### src/rtl/instr_mem_loader.sv
// instr_mem_loader: boot-time sequencer for instruction-memory port B.
// Packs a little-endian byte stream into 32-bit words and writes them at
// consecutive word addresses starting at 0. The core is held in reset until
// the load completes.
// Optional feature macro: LOADER_CHECKSUM_EN. When it is defined, a trailing
// 32-bit checksum must follow the data. The checksum is the sum of all written
// words mod 2^32, and it must match before done is raised.
module instr_mem_loader #(
  parameter int INSTR_MEM_LEN = 15,
  parameter int INSTR_WIDTH   = 32
) (
  input  logic                     clk,
  input  logic                     rst,
  input  logic                     start,
  input  logic [31:0]              len_words,
  input  logic                     abort,
  input  logic                     s_valid,
  input  logic [7:0]               s_data,
  output logic                     s_ready,
  output logic                     mem_en,
  output logic [3:0]               mem_we,
  output logic [INSTR_MEM_LEN-1:0] mem_addr,
  output logic [INSTR_WIDTH-1:0]   mem_din,
  output logic                     core_rst,
  output logic                     busy,
  output logic                     done,
  output logic                     err,
  output logic [INSTR_MEM_LEN-2:0] words_written
);

  localparam logic [31:0]              CAP    = 32'd1 << (INSTR_MEM_LEN - 2);
  localparam logic [INSTR_MEM_LEN-2:0] WW_ONE = {{(INSTR_MEM_LEN-2){1'b0}}, 1'b1};

  typedef enum logic [2:0] {
    S_IDLE,
    S_RECV,
    S_WRITE,
`ifdef LOADER_CHECKSUM_EN
    S_CSUM,
`endif
    S_DONE,
    S_ERR
  } state_t;

  state_t                     r_state;
  state_t                     w_next;
  logic [1:0]                 r_byteCnt;
  logic [23:0]                r_word;
  logic [31:0]                r_lenWords;
  logic [INSTR_MEM_LEN-2:0]   r_wordsWritten;
  logic                       r_sReady;
  logic                       r_memEn;
  logic [3:0]                 r_memWe;
  logic [INSTR_MEM_LEN-1:0]   r_memAddr;
  logic [INSTR_WIDTH-1:0]     r_memDin;
  logic                       r_coreRst;
  logic                       r_busy;
  logic                       r_done;
  logic                       r_err;
`ifdef LOADER_CHECKSUM_EN
  logic [INSTR_WIDTH-1:0]     r_sum;
`endif

  logic                       w_accept;
  logic                       w_lastByte;
  logic                       w_lastWord;
  logic [INSTR_WIDTH-1:0]     w_fullWord;

  // Bytes arrive low byte first, so the newest byte forms the top of the word.
  assign w_accept   = s_valid & r_sReady;
  assign w_lastByte = w_accept & (r_byteCnt == 2'd3);
  assign w_fullWord = {s_data, r_word};
  assign w_lastWord = ((32'(r_wordsWritten) + 32'd1) == r_lenWords);

  // The status flags are a pure function of the state being entered.
  // Order of the returned bits: {s_ready, busy, core_rst, done, err}.
  function automatic logic [4:0] stateFlags(input state_t s);
    case (s)
      S_RECV:  stateFlags = 5'b11100;
      S_WRITE: stateFlags = 5'b01100;
`ifdef LOADER_CHECKSUM_EN
      S_CSUM:  stateFlags = 5'b11100;
`endif
      S_DONE:  stateFlags = 5'b00010;
      S_ERR:   stateFlags = 5'b00101;
      default: stateFlags = 5'b00100;
    endcase
  endfunction

  // Next-state selection: abort wins over everything; start only from rest states.
  always_comb begin
    w_next = r_state;
    if (abort) begin
      w_next = S_IDLE;
    end else begin
      case (r_state)
        S_IDLE, S_DONE, S_ERR: begin
          if (start) begin
            if (len_words == 32'd0)    w_next = S_DONE;
            else if (len_words > CAP)  w_next = S_ERR;
            else                       w_next = S_RECV;
          end
        end
        S_RECV: begin
          if (w_lastByte) w_next = S_WRITE;
        end
        S_WRITE: begin
          if (w_lastWord) begin
`ifdef LOADER_CHECKSUM_EN
            w_next = S_CSUM;
`else
            w_next = S_DONE;
`endif
          end else begin
            w_next = S_RECV;
          end
        end
`ifdef LOADER_CHECKSUM_EN
        S_CSUM: begin
          if (w_lastByte) w_next = (w_fullWord == r_sum) ? S_DONE : S_ERR;
        end
`endif
        default: w_next = S_IDLE;
      endcase
    end
  end

  // State register, registered outputs and the byte-packing datapath.
  always_ff @(posedge clk or posedge rst) begin
    if (rst) begin
      r_state        <= S_IDLE;
      r_byteCnt      <= 2'd0;
      r_word         <= 24'd0;
      r_lenWords     <= 32'd0;
      r_wordsWritten <= '0;
      r_sReady       <= 1'b0;
      r_memEn        <= 1'b0;
      r_memWe        <= 4'h0;
      r_memAddr      <= '0;
      r_memDin       <= '0;
      r_coreRst      <= 1'b1;
      r_busy         <= 1'b0;
      r_done         <= 1'b0;
      r_err          <= 1'b0;
`ifdef LOADER_CHECKSUM_EN
      r_sum          <= '0;
`endif
    end else begin
      r_state <= w_next;
      {r_sReady, r_busy, r_coreRst, r_done, r_err} <= stateFlags(w_next);
      r_memEn <= 1'b0;
      r_memWe <= 4'h0;
      if (abort) begin
        r_byteCnt <= 2'd0;
      end else begin
        case (r_state)
          S_IDLE, S_DONE, S_ERR: begin
            if (start) begin
              r_lenWords     <= len_words;
              r_wordsWritten <= '0;
              r_byteCnt      <= 2'd0;
`ifdef LOADER_CHECKSUM_EN
              r_sum          <= '0;
`endif
            end
          end
          S_RECV: begin
            if (w_accept) begin
              r_word    <= {s_data, r_word[23:8]};
              r_byteCnt <= r_byteCnt + 2'd1;
              if (r_byteCnt == 2'd3) begin
                r_memEn   <= 1'b1;
                r_memWe   <= 4'hF;
                r_memAddr <= {r_wordsWritten[INSTR_MEM_LEN-3:0], 2'b00};
                r_memDin  <= w_fullWord;
              end
            end
          end
          S_WRITE: begin
            r_wordsWritten <= r_wordsWritten + WW_ONE;
`ifdef LOADER_CHECKSUM_EN
            r_sum          <= r_sum + r_memDin;
`endif
          end
`ifdef LOADER_CHECKSUM_EN
          S_CSUM: begin
            if (w_accept) begin
              r_word    <= {s_data, r_word[23:8]};
              r_byteCnt <= r_byteCnt + 2'd1;
            end
          end
`endif
          default: ;
        endcase
      end
    end
  end

  assign s_ready       = r_sReady;
  assign mem_en        = r_memEn;
  assign mem_we        = r_memWe;
  assign mem_addr      = r_memAddr;
  assign mem_din       = r_memDin;
  assign core_rst      = r_coreRst;
  assign busy          = r_busy;
  assign done          = r_done;
  assign err           = r_err;
  assign words_written = r_wordsWritten;

endmodule

### config.mk
export PLATFORM = sky130hd
export DESIGN_NAME = instr_mem_loader
export DESIGN_NICKNAME = d
export VERILOG_FILES = /design/src/rtl/instr_mem_loader.sv
export SDC_FILE = /design/constraint.sdc
export NUM_CORES = 1
export LEC_CHECK = 0
export CAP_MARGIN = 0
export CORE_MARGIN = 2
export CORE_UTILIZATION = 50
export CTS_BUF_LIST = sky130_fd_sc_hd__clkbuf_4
export CTS_CLUSTER_DIAMETER = 80
export CTS_CLUSTER_SIZE = 30
export DETAILED_ROUTE_END_ITERATION = 8
export DONT_BUFFER_PORTS = 1
export MAX_ROUTING_LAYER = met4
export SLEW_MARGIN = 20
export SYNTH_ARGS = -nofsm -noshare
export SYNTH_HDL_FRONTEND = slang
export SYNTH_SLANG_ARGS = --single-unit
### constraint.sdc
create_clock -name clk -period 5.3 [get_ports clk]
set_clock_uncertainty 0.05 [all_clocks]
set_input_delay 0.53 -clock clk [delete_from_list [all_inputs] [get_ports clk]]
set_output_delay 0.53 -clock clk [all_outputs]
set_load 0.01 [all_outputs]
# Word level (Yosys, flattened, before mapping)
# Cells that the tools add are included.
# word_totals
word_cells	66
output_inout_bits	71
reg_bits	130
# op_classes
reduce_logical	10
n_bitwise	3
order_cmp	1
n_eq_ne	13
n_addsub	3
muxes	22
# ops
op	n
== test 15 x 32 -> 1 bit	1
> comparator 32 x 14 -> 1 bit (second input constant)	1
zero test 32 bit	1
one-hot mux 14 bit (2 select lines)	1
one-hot mux 5 bit (4 select lines)	1
two-way mux 4 bit	4
adder 14 x 1 -> 15 bit (second input constant)	1
two-way mux 3 bit	5
adder 14 x 1 -> 14 bit (second input constant)	1
two-way mux 14 bit	1
== test 3 x 2 -> 1 bit (second input constant)	4
AND reduction 3 bit	4
one-hot mux 3 bit (3 select lines)	1
two-way mux 2 bit	4
== test 3 x 1 -> 1 bit (second input constant)	2
== test 3 bit (second input constant)	2
!= test 3 bit (second input constant)	2
two-way mux 1 bit	4
one-hot mux 2 bit (2 select lines)	1
AND reduction 4 bit	1
zero test 3 bit	1
nonzero test 3 bit	1
OR reduction 3 bit	1
adder 2 x 1 -> 2 bit (second input constant)	1
other kinds (5)	6

# Longest topological paths before layout
# logic_depth
depth_word	8
mapped_depth	8

# Worst setup path after synthesis
# No wires, ideal clock.
# synth_timing
path_type	input-to-reg
from	input port len_words[0]
to	register r_memAddr[11], in the netlist mem_addr[11]
setup_time_ns	0.128
required_ns	5.122
arrival_time_ns	2.390
slack_ns	2.733
cell_stages	7
cell_sequence	nor4_1 nand4_1 a2111o_1 a211o_1 nand4_1 buf_4 mux2_1
# synth_lines
element	line_no	rtl
start, declared	15	input logic [31:0] len_words,
end signal, assigned	174	r_memAddr <= {r_wordsWritten[INSTR_MEM_LEN-3:0], 2'b00};
end, declared	54	logic [INSTR_MEM_LEN-1:0] r_memAddr;

# Worst setup path in the final report
# layout_timing
from	register r_wordsWritten[0], in the netlist words_written[0]
to	register r_busy, in the netlist busy
# layout_via
elab_chain_len	7
# layout_rtl
element	line_no	rtl
start, declared	50	logic [INSTR_MEM_LEN-2:0] r_wordsWritten;
start signal, assigned	180	r_wordsWritten <= r_wordsWritten + WW_ONE;
adder 14 x 1 -> 15 bit *	73	assign w_lastWord = ((32'(r_wordsWritten) + 32'd1) == r_lenWords);
== test 15 x 32 -> 1 bit *	73	
two-way mux 2 bit *	108	if (w_lastWord) begin
one-hot mux 3 bit (3 select lines) *	96	case (r_state)
two-way mux 3 bit *	93	if (abort) begin
== test 3 bit, or another cell as far along	78	case (s)
one-hot mux 5 bit (4 select lines) *	78	
end signal, assigned	150	{r_sReady, r_busy, r_coreRst, r_done, r_err} <= stateFlags(w_next);
end, declared	57	logic r_busy;
# Mark *: on every way between the ends. The rest lies on a longest branch, timed or not.
# A chain may end at the register's enable or synchronous reset.

==> run_results.csv <==
group,metric,value,unit
place,portBuffers,0,
die,die_y,110,um
power_and_ir_drop,p_seq_frac,0.587,
timing,hold_viol,0,
power_and_ir_drop,p_comb_frac,0.061,
clock_tree,cts_tree,"done",
run,max_cap_violations,0,
setup_path,cp.arrival,3.55,ns
synth,yosysMostFrequentCell,"dfrtp_1",
setup_path,critPathBufInv,0,
setup_path,crit_required,5.63,ns
setup_path,critPathTopFamily,"simple AND/OR/NAND/NOR gates",
outcome,outcome,"completed",
die,start_util,0.518,
global_routing,grt_overflow,0,
timing,setup_tns,0,ns
clock_tree,clock-sinks,126,
clock_tree,root_buffer,"clkbuf_4",
synth,synth_ff_type,"dfrtp_1",
final_layout,nets,489,
place,dp.cells,561,
synth,synthMuxAreaShare,0.197,
final_layout,antenna_cells,0,
clock_tree,clk_latency,0.53,ns
setup_path,critPathLaunchType,"register",
routing,wl,11.3,mm
global_routing,grt_max_degree,71,
timing,fmax,311,MHz
routing,drt_iter0_markers,239,
power_and_ir_drop,p_per_area,293,nW/um2
synth,ys_seq_area_frac,0.556,
power_and_ir_drop,clockPowerShare,0.352,
clock_tree,clkTransAtPathRegs,0.11,ns
routing,drtPass1Iterations,4,
place,dp_hpwl,7.80,mm
synth,synthesis.area,5670,um2
routing,drc,0,
timing,finalSetupViolCount,0,
global_routing,track_usage,0.207,
timing,max_slew_margin,0.360,
routing,detail-route-antenna-nets,0,
setup_path,crit_chain,"ha_1 -> nand3_1 -> nor4_2 -> nor2b_1 -> or4_4 -> nor4_4 -> o31ai_1",
timing,drv_slew,0,
timing,grt_setup_unrepaired,"false",
clock_tree,cts_buffers,17,
die,die_area,12200,um2
synth,synth.top_cell.area_share,0.552,
global_routing,grt_first_pass_wirelength,19.5,mm
synth,ys_top_cells_by_area,"dfrtp_1, mux2_1, mux2_2",
final_layout,final_layout_size_suffix_gt1_frac,0.203,
routing,vias,3450,
timing,final.min_clock_period,3.22,ns
synth,synthSimpleGateAreaFrac,0.0914,
clock_tree,clockBufferDepth,2,
synth,synth-edff-count,0,
synth,synth_area_leader_cell,"dfrtp_1",
synth,synthAdderAreaFrac,0.00441,
routing,wl_per_cell,19.1,um
synth,synth-xor-area-share,0.0278,
routing,vias_per_cell,5.82,
setup_path,crit_path_top_delay_cell,"nor4_2",
die,io_pins,116,
synth,ys_top_cells_by_count,"dfrtp_1, mux2_1, mux2_2",
power_and_ir_drop,ir_drop,251,uV
final_layout,fill_cells,977,
synth,async_reset_ff_frac,1.00,
synth,ys_warn_count,0,
synth,syn_area_per_cell,12.7,um2
final_layout,fin_cells,593,
synth,synth-compound-area-share,0.0790,
synth,syn_inst,445,
power_and_ir_drop,swShare,0.239,
timing,post-route-period-util,0.607,
global_routing,antenna_found_initial,0,
synth,ys_ff_latch,126,
final_layout,area_growth,4.99,%
synth,synth_top_family_by_area,"multiplexers",
die,die_w,110,um
setup_path,max_stage_delay,0.59,ns
place,routabilityCongestion,0.918,
clock_tree,cts_setup_buffers,0,
timing,tightest_slew,0.953,ns
synth,ys_types,58,
clock_tree,h-tree-depth,4,
setup_path,cp_max_fo,12,
power_and_ir_drop,internal-power,1.33,mW
global_routing,grt_pass1_vias,3733,
power_and_ir_drop,leakagePower,2.78,nW
worst_hold_path,hp-class,"input pin to register",
die,core-area,10900,um2
setup_path,path_class,"register to register",
die,rows,38,
power_and_ir_drop,power_switching,416,uW
setup_path,cp-end-kind,"register",
-- through the flow --
stage | total power, mW | hold slack, ns | setup WS, ns | util | instance area, um2
after floorplan | 1.13 | 0.404 | 1.37 | - | 5670
after global routing | 1.83 | 0.0269 | 1.88 | 0.544 | 5950
final | 1.74 | 0.0702 | 2.08 | 0.544 | 5950
after global placement | 1.15 | 0.414 | 2.14 | 0.520 | 5680
after CTS | 1.77 | 0.0257 | 2.07 | 0.544 | 5950
after detailed placement | 1.15 | 0.422 | 2.06 | 0.520 | 5680
-- flip-flops by register name, summed over array words and instances (netlist names) --
signal	count
mem_din	32
r_lenWords	32
r_word	24
words_written	14
mem_addr	13
r_state	3
r_byteCnt	2
busy	1
core_rst	1
done	1
err	1
mem_we	1
s_ready	1
-- cell families (layout without fill, tap and decap cells) --
family,Yosys count,count (layout)
and+or+nand+nor,94,94
adders and majority gates,2,2
DFF,126,126
AOI/OAI and AO/OA,64,64
other,1,2
muxes,99,99
buffers and inverters,41,48
xor gates and xnor gates,18,18
-- power by group through the flow --
| stage | Clock (mW) | Sequential, mW | Combinational, mW |
|---|---|---|---|
| floorplan | 0 | 1.03 | 0.0917 |
| global placement | 0 | 1.04 | 0.106 |
| detailed placement | 0 | 1.04 | 0.108 |
| CTS | 0.640 | 1.02 | 0.110 |
| global route | 0.680 | 1.03 | 0.122 |
| finish | 0.614 | 1.02 | 0.107 |
-- worst register-to-register path, cell delays in order, from the launching register on --
cell	delay, ns
dfrtp_1	0.57
ha_1	0.29
nand3_1	0.38
nor4_2	0.59
nor2b_1	0.09
or4_4	0.54
nor4_4	0.43
o31ai_1	0.14
-- layout by cell type, fill, tap and decap left out, types with 10 or more instances in the layout --
cell,synthesis,layout
dfrtp_1,125,125
mux2_1,55,55
mux2_2,44,44
nand2_1,21,21
clkbuf_4,0,20
o21ai_0,19,19
nor2_1,18,16
nor4_1,10,10
xor2_1,10,10
-- cell type report --
type / count / area, um2 / area share
Multi-Input combinational cell: 279 / 2280 / 0.382
Clock inverter: 10 / 98.8 / 0.0166
Sequential cell: 126 / 3150 / 0.530
Clock buffer: 20 / 150 / 0.0252
Timing Repair Buffer: 6 / 50.0 / 0.00841
Tap cell: 140 / 175 / 0.0294
Inverter: 12 / 47.5 / 0.00799
-- layer usage --
layer | track usage | vias up | part of all wire
met5 | - | - | 0
met2 | 0.315 | 102 | 0.47
met1 | 0.252 | 1740 | 0.43
li1 | - | 1593 | -
met4 | 0.0758 | 0 | 0.015
met3 | 0.0807 | 15 | 0.082
-- path summary, 6_finish.rpt --
path / start / to / slack, ns / depth (start not counted)
setup / recovery: words_written[0]$_DFFE_PP0P_ / busy$_DFF_PP0_ / 2.08 / 7
hold / removal: s_data[1] / mem_din[25]$_DFFE_PP0P_ / 0.07 / 1
setup reg to reg: words_written[0]$_DFFE_PP0P_ / busy$_DFF_PP0_ / 2.08 / 7
hold reg to reg: r_word[6]$_DFFE_PP0P_ / mem_din[6]$_DFFE_PP0P_ / 0.44 / 1
max in group asynchronous: rst / mem_din[11]$_DFFE_PP0P_ / 3.36 / 3
min in group asynchronous: rst / mem_addr[14]$_DFFE_PP0P_ / 0.60 / 2
-- repair_timing --
action / 4_1_cts / 5_1_grt
hold buffers: 2 / 0
endpoints found under the hold margin: 21 / 0
resized for setup: 0 / 0
No activity file was read; power rests on OpenSTA's default activity.
